## config.mk

```make
export PLATFORM = sky130hd
export DESIGN_NAME = sumnb_seg
export DESIGN_NICKNAME = d
export VERILOG_FILES = /design/src/rtl/sumnb_seg.sv
export SDC_FILE = /design/constraint.sdc
export NUM_CORES = 1
export LEC_CHECK = 0
export ABC_CLOCK_PERIOD_IN_PS = 3250
export BUFFER_PORTS_ARGS = -buffer_cell sky130_fd_sc_hd__clkbuf_2
export CELL_PAD_IN_SITES_DETAIL_PLACEMENT = 0
export CELL_PAD_IN_SITES_GLOBAL_PLACEMENT = 2
export CORE_UTILIZATION = 37
export CTS_CLUSTER_SIZE = 30
export DETAILED_ROUTE_END_ITERATION = 7
export PLACE_DENSITY_LB_ADDON = 0.1
export SETUP_SLACK_MARGIN = 0.02
export SLEW_MARGIN = 40
export SYNTH_ARGS = -nofsm -noshare
export SYNTH_HDL_FRONTEND = slang
export SYNTH_SLANG_ARGS = --single-unit
```

## constraint.sdc

```tcl
create_clock -name clk -period 3.25 [get_ports clk]
set_input_delay 0.1625 -clock clk [delete_from_list [all_inputs] [get_ports clk]]
set_output_delay 0.1625 -clock clk [all_outputs]
set_load 0.01 [all_outputs]
```

## src/rtl/sumnb_seg.sv

```systemverilog
// sumnb_seg: W-bit pipelined adder/subtractor. The carry chain is cut into S = W/K
// registered K-bit segments; operands are skewed in, the sum deskewed out.
module sumnb_seg #(
    parameter int W = 16,
    parameter int K = 4
) (
    input  logic         clk,
    input  logic         rst,
    input  logic [W-1:0] a,
    input  logic [W-1:0] b,
    input  logic         ci,
    input  logic         sub,
    input  logic         in_valid,
    output logic         in_ready,
    output logic [W-1:0] so,
    output logic         co,
    output logic         ov,
    output logic         z,
    output logic         out_valid,
    input  logic         out_ready
);
    localparam int S = W / K;

    logic                adv;
    logic [S-1:0][W-1:0] a_q, a_d, be_q, be_d, sum_q, sum_d;
    logic [S-1:0]        c_q, c_d, cin, vld_q, vld_d;
    logic [S-1:0][K:0]   seg;
    logic                ov_q, ov_d, z_q, z_d;
    logic                unused_q;

    // One global enable: the whole pipe either shifts or freezes, bubbles included.
    assign adv = ~vld_q[S-1] | out_ready;

    always_comb begin
        a_d   = '0;
        be_d  = '0;
        sum_d = '0;
        vld_d = '0;
        cin   = '0;
        c_d   = '0;
        seg   = '0;
        a_d[0]   = a;
        be_d[0]  = b ^ {W{sub}};
        vld_d[0] = in_valid;
        cin[0]   = ci ^ sub;
        for (int i = 1; i < S; i++) begin
            a_d[i]   = a_q[i-1];
            be_d[i]  = be_q[i-1];
            sum_d[i] = sum_q[i-1];
            vld_d[i] = vld_q[i-1];
            cin[i]   = c_q[i-1];
        end
        // Stage i resolves only its own segment; lower segments ride along already done.
        for (int i = 0; i < S; i++) begin
            seg[i] = {1'b0, a_d[i][i*K +: K]} + {1'b0, be_d[i][i*K +: K]} + {{K{1'b0}}, cin[i]};
            sum_d[i][i*K +: K] = seg[i][K-1:0];
            c_d[i] = seg[i][K];
        end
        ov_d = (a_d[S-1][W-1] == be_d[S-1][W-1]) && (sum_d[S-1][W-1] != a_d[S-1][W-1]);
        z_d  = ~|sum_d[S-1];
    end

    always_ff @(posedge clk) begin
        if (rst) begin
            a_q   <= '0;
            be_q  <= '0;
            sum_q <= '0;
            c_q   <= '0;
            vld_q <= '0;
            ov_q  <= 1'b0;
            z_q   <= 1'b0;
        end else if (adv) begin
            a_q   <= a_d;
            be_q  <= be_d;
            sum_q <= sum_d;
            c_q   <= c_d;
            vld_q <= vld_d;
            ov_q  <= ov_d;
            z_q   <= z_d;
        end
    end

    // Last-stage operand copies are never consumed; flags are formed one stage earlier.
    assign unused_q  = ^{a_q[S-1], be_q[S-1]};

    assign in_ready  = adv;
    assign so        = sum_q[S-1];
    assign co        = c_q[S-1];
    assign ov        = ov_q;
    assign z         = z_q;
    assign out_valid = vld_q[S-1];
endmodule

```

==> metrics.log, run 1 <==
INFO  metric status = complete, no violations
INFO  metric avgViaCountPerCell = 4.73
INFO  metric area_added_between_synthesis_and_finish = 14.0%
INFO  metric cts_max_path_bufs = 2
INFO  metric synthCells = 479
INFO  metric critPathCaptureType = output port
INFO  metric avgSynthCellArea = 8.59 um2
INFO  metric tritoncts.num_buffers = 9
INFO  metric worstReg2RegStart = a_d[60]
INFO  metric max_transition_viols_final = 0
INFO  metric crit_path_cell_trace = nor2b_4 > clkinv_2 > buf_12 > clkbuf_2
INFO  metric design.core.area = 10800 um2
INFO  metric firstDrtPassIters = 4
INFO  metric drtIter0Drc = 88
INFO  metric power.static_leakage = 0.00197 uW
INFO  metric routed_wl = 8350 um
INFO  metric dr_total_vias = 3167
INFO  metric start_util = 38.0%
INFO  metric cts_num_sinks = 98
INFO  metric maxSlewHeadroom = 56.5%
INFO  metric power-per-cell-area = 491 nW/um2
INFO  metric yosys_warnings = 0
INFO  metric drt.antenna.violating_nets = 0
INFO  metric chipWidth = 107 um
INFO  metric hold_path_end = a_d[26]
INFO  metric syn_area = 4110 um2
INFO  metric grt_max_degree = 89
INFO  metric worst_margin_pin_slew = 652 ps
INFO  metric source_to_sink_clock_delay_at_the_later_pin_of_the_worst_skew_pair = 370 ps
INFO  metric arrival = 1890 ps
INFO  metric total_power = 2300 uW
INFO  metric critical_path.startpoint_type = flop
INFO  metric detail_route.wl_per_cell = 12.5 um
INFO  metric numPlacedInstances = 645
INFO  metric hold_viol = 0
INFO  metric synth.largest_area_cell = sky130_fd_sc_hd__dfxtp_1
INFO  metric synth.top_cell.area_share = 47.7%
INFO  metric ir_drop = 0.000184 V
INFO  metric setup_tns = 0 ps
INFO  metric timing.hold.worst_path_depth = 3
INFO  metric globalRoute.totalOverflow = 0
INFO  metric r2r_end = z
INFO  metric maxCapViolations = 0
INFO  metric postCtsResizedCells = 0
INFO  metric antenna_violations_before_repair = 0
INFO  metric worst_path_max_delay_cell = sky130_fd_sc_hd__clkinv_2
INFO  metric dieArea = 11500 um2
INFO  metric clock_skew = 9.98 ps
INFO  metric synth_top_cells_by_area = sky130_fd_sc_hd__dfxtp_1 (48%), sky130_fd_sc_hd__nand2_1 (13%), sky130_fd_sc_hd__a21oi_1 (9.0%)
INFO  metric standard_cell_rows = 38
INFO  metric groute.usage.overall = 15.6%
INFO  metric antenna_cells_inserted = 0
INFO  metric port_buffer_count = 58
INFO  metric reg2reg_setup_slack = 1380 ps
INFO  metric gpl.final_weighted_congestion = 0.711
INFO  metric tritoncts = built
INFO  metric timing.reg2reg.worst_path_depth = 5
INFO  metric yosysUniqueCellTypes = 30
INFO  metric switching_power = 614 uW
INFO  metric hp-class = in -> reg
INFO  metric ioPinCount = 59
INFO  metric fin_cells = 669
INFO  metric layout-drive-gt1-share = 15.5%
INFO  metric fin_nets = 582
INFO  metric crit_start = vld_q[3]
INFO  metric sequentialPowerShare = 57.7%
INFO  metric dp_hpwl = 5280 um
INFO  metric worst_hold_startpoint = a[10]
INFO  metric rsz_0062_raised_after_global_routing = no
INFO  metric yosysSeqAreaShare = 47.7%
INFO  metric first_pass_grt_wire_length = 14100 um
INFO  metric remaining_drc_errors = 0
INFO  metric cts_hold_buf = 8
INFO  metric cts.root.buffer_cell = sky130_fd_sc_hd__clkbuf_8
INFO  metric pwr-share-comb = 11.5%
INFO  metric worst_setup_hold_path_clk_slew = 90 ps
INFO  metric setup_viol_count_final = 0
INFO  metric cp_slowest_stage_delay = 420 ps
INFO  metric syn-num-nets = 537
INFO  metric critPathMaxFanout = 75
INFO  metric fin_crit_sh = 63.3%
INFO  metric internal_power = 1690 uW
INFO  metric critical_path_required = 3090 ps
INFO  metric sw_frac_of_total = 26.7%
INFO  metric post_cts_buffers = 0
INFO  metric fmaxAchievable = 486 MHz
INFO  metric h-tree-depth = 3
INFO  metric grt_pass1_vias = 2886
INFO  metric share_clk_of_total_power = 30.7%
INFO  metric die_boundary_height = 107 um
INFO  metric timing_worst_setup_path_type = reg -> out
INFO  metric ys_seq_elements = 98
INFO  metric final.min_clock_period = 2060 ps
==> area by class of cell <==
type	instances	area [um2]
Fill cell	1133	6150
Sequential cell	98	1960
Multi-Input combinational cell	340	1930
Timing Repair Buffer	70	429
Tap cell	140	175
Clock buffer	10	128
Clock inverter	6	42.5
Inverter	5	20.0
==> synth_stat cells (all sizes together) <==
cell type,instances
a21o,8
xnor2,16
or4,4
inv,5
nand4,1
nor4,2
a21oi,75
ha,12
nor3b,1
buf,28
dfxtp,98
fa,8
nor2,25
nand3,3
nor2b,2
nand3b,5
a211oi,20
xor2,6
o21ai,2
o41ai,2
nand4b,3
nand2,141
nor3,4
clkbuf,8
==> sequential cells by signal (all words and copies together) (netlist names) <==
| signal | count |
|---|---|
| be_d | 24 |
| a_d | 24 |
| z | 1 |
| sum_d | 24 |
| ov | 1 |
| c_q | 4 |
| vld_q | 4 |
| so | 16 |
==> worst max path at each step <==
stage | slack (ps) | end
after floorplan | 1190 | c_q[0]
after global placement | 1010 | c_q[0]
after detailed placement | 960 | c_q[0]
after CTS | 1130 | in_ready
after global routing | 1030 | in_ready
final | 1190 | in_ready
==> kinds of logic after synthesis <==
family,count (synthesis),share of synthesized area (%)
simple gates,191,19.2
compound gates,107,15.4
flops,98,47.7
buf+inv,41,5.47
xor+xnor,22,4.68
fa+ha+maj,20,7.54
==> power by group through the flow <==
stage | Combinational [uW] | Sequential, uW | Clock, uW
after floorplan | 183 | 1350 | 0
after global placement | 258 | 1360 | 0
after detailed placement | 261 | 1360 | 0
after CTS | 270 | 1330 | 740
after global routing | 303 | 1340 | 789
final | 265 | 1330 | 708
==> placed cells by master, fill, tap and decap left out, drive strengths merged, types with 5 or more instances in the layout <==
| cell type | n |
|---|---|
| a21oi | 75 |
| xnor2 | 16 |
| nand3b | 5 |
| fa | 8 |
| nand2 | 141 |
| buf | 5 |
| a211oi | 20 |
| a21o | 8 |
| nor2 | 25 |
| ha | 12 |
| dlygate4sd3 | 8 |
| inv | 5 |
| clkbuf | 67 |
| dfxtp | 98 |
| xor2 | 6 |
==> per-layer routing <==
metal,share of wire (%),vias to the layer above,track usage (%)
met5,0,-,0
li1,-,1681,-
met2,41,47,22.5
met4,1.8,0,7.34
met3,3.2,12,2.72
met1,54,1427,22.3
==> metrics by stage <==
stage	util [%]	hold WS [ps]	instance area (um2)	setup WS, ps
floorplan	-	303	4110	1190
global placement	40.9	392	4440	1010
detailed placement	41.0	396	4440	963
CTS	43.3	3.44	4690	1130
global route	43.3	26.1	4690	1030
finish	43.3	24.3	4690	1190
==> worst max-delay path: cells and delay by family (launching register included) <==
kind	cells	cell delay, ps
buffers and inverters	3	980
flip-flops	1	340
AND/OR/NAND/NOR	1	170
(Power assumes the default switching activity.)
==> run 2, diff against run 1 <==
--- a/config.mk
+++ b/config.mk
@@ -5,11 +5,11 @@
 export SDC_FILE = /design/constraint.sdc
 export NUM_CORES = 1
 export LEC_CHECK = 0
-export ABC_CLOCK_PERIOD_IN_PS = 3250
+export ABC_CLOCK_PERIOD_IN_PS = 1900
 export BUFFER_PORTS_ARGS = -buffer_cell sky130_fd_sc_hd__clkbuf_2
 export CELL_PAD_IN_SITES_DETAIL_PLACEMENT = 0
 export CELL_PAD_IN_SITES_GLOBAL_PLACEMENT = 2
-export CORE_UTILIZATION = 37
+export CORE_UTILIZATION = 34
 export CTS_CLUSTER_SIZE = 30
 export DETAILED_ROUTE_END_ITERATION = 7
 export PLACE_DENSITY_LB_ADDON = 0.1
==> constraint.sdc (replaced) <==
create_clock -name clk -period 1.9 [get_ports clk]
set_input_delay 0.095 -clock clk [delete_from_list [all_inputs] [get_ports clk]]
set_output_delay 0.095 -clock clk [all_outputs]
set_load 0.01 [all_outputs]
==> metrics.log, run 2 (synthesis results as in run 1) <==
INFO  metric status = complete, but fails checks
INFO  metric violations = design-rule violations
INFO  metric drtIter0Drc = 125
INFO  metric internal_power = 3400 uW
INFO  metric critPathMaxFanout = 2
INFO  metric grt_pass1_vias = 3087
INFO  metric sw_frac_of_total = 24.1%
INFO  metric timing_worst_setup_path_type = reg -> reg
INFO  metric final.min_clock_period = 1800 ps
INFO  metric globalRoute.totalOverflow = 0
INFO  metric chipWidth = 112 um
INFO  metric sequentialPowerShare = 50.8%
INFO  metric avgViaCountPerCell = 4.77
INFO  metric cts_max_path_bufs = 2
INFO  metric ioPinCount = 59
INFO  metric detail_route.wl_per_cell = 12.9 um
INFO  metric antenna_cells_inserted = 0
INFO  metric routed_wl = 8820 um
INFO  metric fin_hold_ws = 42.2 ps
INFO  metric fmaxAchievable = 556 MHz
INFO  metric critical_path.startpoint_type = flop
INFO  metric worst_setup_hold_path_clk_slew = 60 ps
INFO  metric arrival = 2050 ps
INFO  metric port_buffer_count = 58
INFO  metric dp_hpwl = 5880 um
INFO  metric maxSlewHeadroom = 73.1%
INFO  metric n_fill_cell = 1216
INFO  metric clock_skew = 4.93 ps
INFO  metric layout_commonest_cell = sky130_fd_sc_hd__nand2_1
INFO  metric setup_viol_count_final = 0
INFO  metric post_cts_buffers = 0
INFO  metric pwr-share-comb = 10.7%
INFO  metric remaining_drc_errors = 4
INFO  metric die_boundary_height = 112 um
INFO  metric power-per-cell-area = 907 nW/um2
INFO  metric first_pass_grt_wire_length = 15000 um
INFO  metric mostFrequentLayoutCells = sky130_fd_sc_hd__nand2_1 (141), sky130_fd_sc_hd__dfxtp_1 (98), sky130_fd_sc_hd__a21oi_1 (74)
INFO  metric ir_drop = 0.000537 V
INFO  metric cts_num_sinks = 98
INFO  metric fin_nets = 594
INFO  metric multi_input_comb_area = 1950 um2
INFO  metric tritoncts.num_buffers = 9
INFO  metric standard_cell_rows = 39
INFO  metric area_added_between_synthesis_and_finish = 20.2%
INFO  metric antenna_violations_before_repair = 0
INFO  metric dieArea = 12500 um2
INFO  metric layout-drive-gt1-share = 17.3%
INFO  metric critical_path_required = 2150 ps
INFO  metric finalInstanceArea = 4940 um2
INFO  metric rsz_0062_raised_after_global_routing = yes
INFO  metric critPathCaptureType = flop
INFO  metric hp-class = in -> reg
INFO  metric ff_latch_area = 1960 um2
INFO  metric source_to_sink_clock_delay_at_the_later_pin_of_the_worst_skew_pair = 350 ps
INFO  metric design.core.area = 11600 um2
INFO  metric max_transition_viols_final = 0
INFO  metric h-tree-depth = 3
INFO  metric gpl.final_weighted_congestion = 0.700
INFO  metric firstDrtPassIters = 6
INFO  metric placement_cell_area = 4530 um2
INFO  metric share_clk_of_total_power = 38.6%
INFO  metric drt.antenna.violating_nets = 0
INFO  metric dr_total_vias = 3255
INFO  metric switching_power = 1080 uW
INFO  metric hold_viol = 0
INFO  metric tritoncts = built
INFO  metric groute.usage.overall = 15.2%
INFO  metric start_util = 35.4%
INFO  metric cts.root.buffer_cell = sky130_fd_sc_hd__clkbuf_16
INFO  metric grt_max_degree = 69
INFO  metric power.static_leakage = 0.00209 uW
INFO  metric worst_margin_pin_slew = 400 ps
INFO  metric fin_crit_sh = 94.7%
INFO  metric maxCapViolations = 0
run 2: power groups by stage:
stage	combinational, uW	sequential [uW]	clock [uW]
floorplan	316	2310	0
global placement	462	2320	0
detailed placement	462	2320	0
CTS	487	2280	1790
global route	548	2300	1860
finish	478	2280	1730
run 2: critical path, cell delays in order (launching register included):
cell and delay [ps]:
sky130_fd_sc_hd__dfxtp_1 330, sky130_fd_sc_hd__fa_2 410, sky130_fd_sc_hd__fa_1 490, sky130_fd_sc_hd__nor3_2 160, sky130_fd_sc_hd__nand4_1 120, sky130_fd_sc_hd__o41ai_2 200
run 2: final timing paths:
path	from	end	slack, ps	depth (start not counted)
max	a_d[60]	z	100	5
min	b[6]	be_d[22]	40	3
max reg2reg	a_d[60]	z	100	5
min reg2reg	so[13]	so[13]	450	2
run 2: area by class of cell:
class	count	share of cell area, %
clock buffers	12	5.39
well taps	143	3.62
repair buffers	82	11.2
multi-input cells	340	39.4
clock inverters	2	0.253
flip-flops and latches	98	39.7
inverters	5	0.405
run 2: routing by layer:
layer	track usage, %	up-vias	routed length (um)
met4	6.13	0	147
met1	21.1	1493	4710
met5	0	-	0
met2	22.0	43	3650
li1	-	1707	-
met3	4.30	12	314
run 2: per-stage QoR:
step                      util [%]  TNS [ps]  instances  worst slack [ps]  total power (uW)
after floorplan                  -         0        479              48.4              2620
after global placement        39.0         0        655              73.4              2780
after CTS                     42.5         0        682              27.6              4560
after global routing          42.6     -28.3        682             -28.3              4710
final                         42.6         0        682               101              4480
after detailed placement      39.0         0        655              31.3              2790
run 2: what timing repair did:
item | 4_1_cts | 5_1_grt
gates resized for setup | 0 | 3
setup endpoints to repair | 0 | 3
hold buffers | 13 | 0
endpoints found under the hold margin | 13 | 0
==> run 3, diff against run 2 <==
--- a/config.mk
+++ b/config.mk
@@ -9,11 +9,13 @@
 export BUFFER_PORTS_ARGS = -buffer_cell sky130_fd_sc_hd__clkbuf_2
 export CELL_PAD_IN_SITES_DETAIL_PLACEMENT = 0
 export CELL_PAD_IN_SITES_GLOBAL_PLACEMENT = 2
-export CORE_UTILIZATION = 34
+export CORE_UTILIZATION = 35
+export CTS_BUF_LIST = sky130_fd_sc_hd__clkbuf_8
 export CTS_CLUSTER_SIZE = 30
 export DETAILED_ROUTE_END_ITERATION = 7
 export PLACE_DENSITY_LB_ADDON = 0.1
 export SETUP_SLACK_MARGIN = 0.02
+export SKIP_LAST_GASP = 1
 export SLEW_MARGIN = 40
 export SYNTH_ARGS = -nofsm -noshare
 export SYNTH_HDL_FRONTEND = slang
==> metrics.log, run 3 (synthesis results as in run 1) <==
INFO  metric rsz_0062_raised_after_global_routing = yes
INFO  metric grt_max_degree = 112
INFO  metric hp-class = in -> reg
INFO  metric drt.antenna.violating_nets = 0
INFO  metric cts_max_path_bufs = 2
INFO  metric power-per-cell-area = 826 nW/um2
INFO  metric cts_num_sinks = 98
INFO  metric layout-drive-gt1-share = 16.4%
INFO  metric globalRoute.totalOverflow = 0
INFO  metric ir_drop = 0.000443 V
INFO  metric firstDrtPassIters = 4
INFO  metric power.static_leakage = 0.00201 uW
INFO  metric fin_hold_ws = 25.0 ps
INFO  metric hold_viol = 0
INFO  metric fin_crit_sh = 96.4%
INFO  metric n_fill_cell = 1245
INFO  metric fmaxAchievable = 546 MHz
INFO  metric hold_path_end = be_d[25]
INFO  metric gpl.final_weighted_congestion = 0.705
INFO  metric dr_total_vias = 3271
INFO  metric avgViaCountPerCell = 4.82
INFO  metric fin_nets = 589
INFO  metric start_util = 36.0%
INFO  metric final.min_clock_period = 1830 ps
INFO  metric setup_tns = 0 ps
INFO  metric ioPinCount = 59
INFO  metric r2r_end = c_q[1]
INFO  metric met3_usage = 3.73%
INFO  metric remaining_drc_errors = 0
INFO  metric source_to_sink_clock_delay_at_the_later_pin_of_the_worst_skew_pair = 360 ps
INFO  metric timing.reg2reg.worst_path_depth = 5
INFO  metric standard_cell_rows = 39
INFO  metric first_pass_grt_wire_length = 15300 um
INFO  metric port_buffer_count = 58
INFO  metric fin_cells = 678
INFO  metric maxCapViolations = 0
INFO  metric max_transition_viols_final = 0
INFO  metric tritoncts = built
INFO  metric worst_margin_pin_slew = 584 ps
INFO  metric worstReg2RegStart = a_d[20]
INFO  metric timing.hold.worst_path_depth = 3
INFO  metric h-tree-depth = 3
INFO  metric numPlacedInstances = 650
INFO  metric dieArea = 12200 um2
INFO  metric status = complete, no violations
INFO  metric reg2reg_setup_slack = 70 ps
INFO  metric groute.usage.overall = 15.4%
INFO  metric critPathMaxFanout = 2
INFO  metric globalRouteMet1Util = 19.6%
INFO  metric area_added_between_synthesis_and_finish = 16.5%
INFO  metric mostFrequentLayoutCells = sky130_fd_sc_hd__nand2_1 (141), sky130_fd_sc_hd__dfxtp_1 (98), sky130_fd_sc_hd__a21oi_1 (74)
INFO  metric arrival = 2060 ps
INFO  metric critical_path.startpoint_type = flop
INFO  metric antenna_cells_inserted = 0
INFO  metric post_cts_buffers = 0
INFO  metric routed_wl = 8820 um
INFO  metric grt_pass1_vias = 3174
INFO  metric critical_path.n_buffers_inverters = 0
INFO  metric tritoncts.num_buffers = 9
INFO  metric detail_route.wl_per_cell = 13.0 um
INFO  metric drtIter0Drc = 127
INFO  metric cts.root.buffer_cell = sky130_fd_sc_hd__clkbuf_8
INFO  metric chipWidth = 110 um
INFO  metric setup_viol_count_final = 0
INFO  metric grt.met2_usage = 25.5%
INFO  metric antenna_violations_before_repair = 0
INFO  metric cp_slowest_stage_delay = 460 ps
INFO  metric layout_commonest_cell = sky130_fd_sc_hd__nand2_1
INFO  metric die_boundary_height = 110 um
INFO  metric dp_hpwl = 5620 um
INFO  metric critPathMostFrequentCell = sky130_fd_sc_hd__fa_1
INFO  metric crit_path_cell_trace = fa_1 > fa_1 > a21o_1 > a211oi_2 > nor3_1
INFO  metric worst_path_max_delay_cell = sky130_fd_sc_hd__fa_1
INFO  metric worst_setup_hold_path_clk_slew = 80 ps
INFO  metric worst_hold_startpoint = b[9]
INFO  metric maxSlewHeadroom = 61.1%
INFO  metric clock_skew = 9.13 ps
INFO  metric critical_path_required = 2130 ps
INFO  metric critical-path-top-delay-family = adder cells
INFO  metric timing_worst_setup_path_type = reg -> reg
INFO  metric critPathCaptureType = flop
INFO  metric total_power = 3960 uW
INFO  metric design.core.area = 11400 um2
INFO  metric top_usage_layer = met2
run 3: cell types whose count changed in the layout (fill, tap and decap cells not counted), sizes merged:
| cell | change |
|---|---|
| clkinvlp | -1 |
| buf | -5 |
| inv | +1 |
| clkbuf | -1 |
| clkinv | +2 |
run 3: routing by layer:
metal | share of wire (%) | wire [um] | vias up
li1 | - | - | 1697
met1 | 49 | 4330 | 1533
met2 | 47 | 4150 | 32
met3 | 2.5 | 217 | 9
met4 | 1.3 | 118 | 0
met5 | 0 | 0 | -
run 3: stage by stage:
stage | worst slack, ps | utilization [%] | cell area (um2)
after floorplan | 48.4 | - | 4120
after global placement | 76.9 | 39.2 | 4480
after detailed placement | 45.8 | 39.2 | 4480
after CTS | 34.2 | 41.8 | 4780
after global routing | -34.7 | 42.0 | 4790
final | 69.1 | 42.0 | 4790
run 3: report_power, final:
group          total (uW)  switching [uW]  leakage, uW  internal [uW]
logic                 471             241      0.00111            230
registers            2270            83.0     0.000806           2190
clock network        1220             687    0.0000961            530
run 3: repair_timing:
item                                   CTS  global route
hold buffers                            13             0
gates resized for setup                  0             3
endpoints found under the hold margin   13             0
setup endpoints to repair                0             3
run 3: final cells by class:
type                       count  area (um2)  share of cell area (%)
sequential                    98        1960                    40.9
timing repair buffer          77         509                    10.6
clock inverter                 4        18.8                   0.391
inverter                       5        20.0                   0.418
clock buffer                  11         151                    3.16
tap                          143         179                    3.73
multi-input combinational    340        1950                    40.8
run 3: worst max-delay path by stage:
| stage | from | cells past startpoint | to | slack, ps |
|---|---|---|---|---|
| 2_1_floorplan | sub | 8 | c_q[0] | 50 |
| 3_3_place_gp | a_d[60] | 5 | c_q[3] | 80 |
| 3_5_place_dp | a_d[20] | 5 | c_q[1] | 50 |
| 4_1_cts | a_d[60] | 5 | z | 30 |
| 5_1_grt | a_d[20] | 5 | c_q[1] | -30 |
| 6_report | a_d[20] | 5 | c_q[1] | 70 |
run 3: worst reg2reg max path, delay by kind of cell (launching register included):
kind	cells	cell delay, ps
adders and majority gates	2	880
AOI/OAI and AO/OA	2	420
DFF	1	330
and+or+nand+nor	1	70
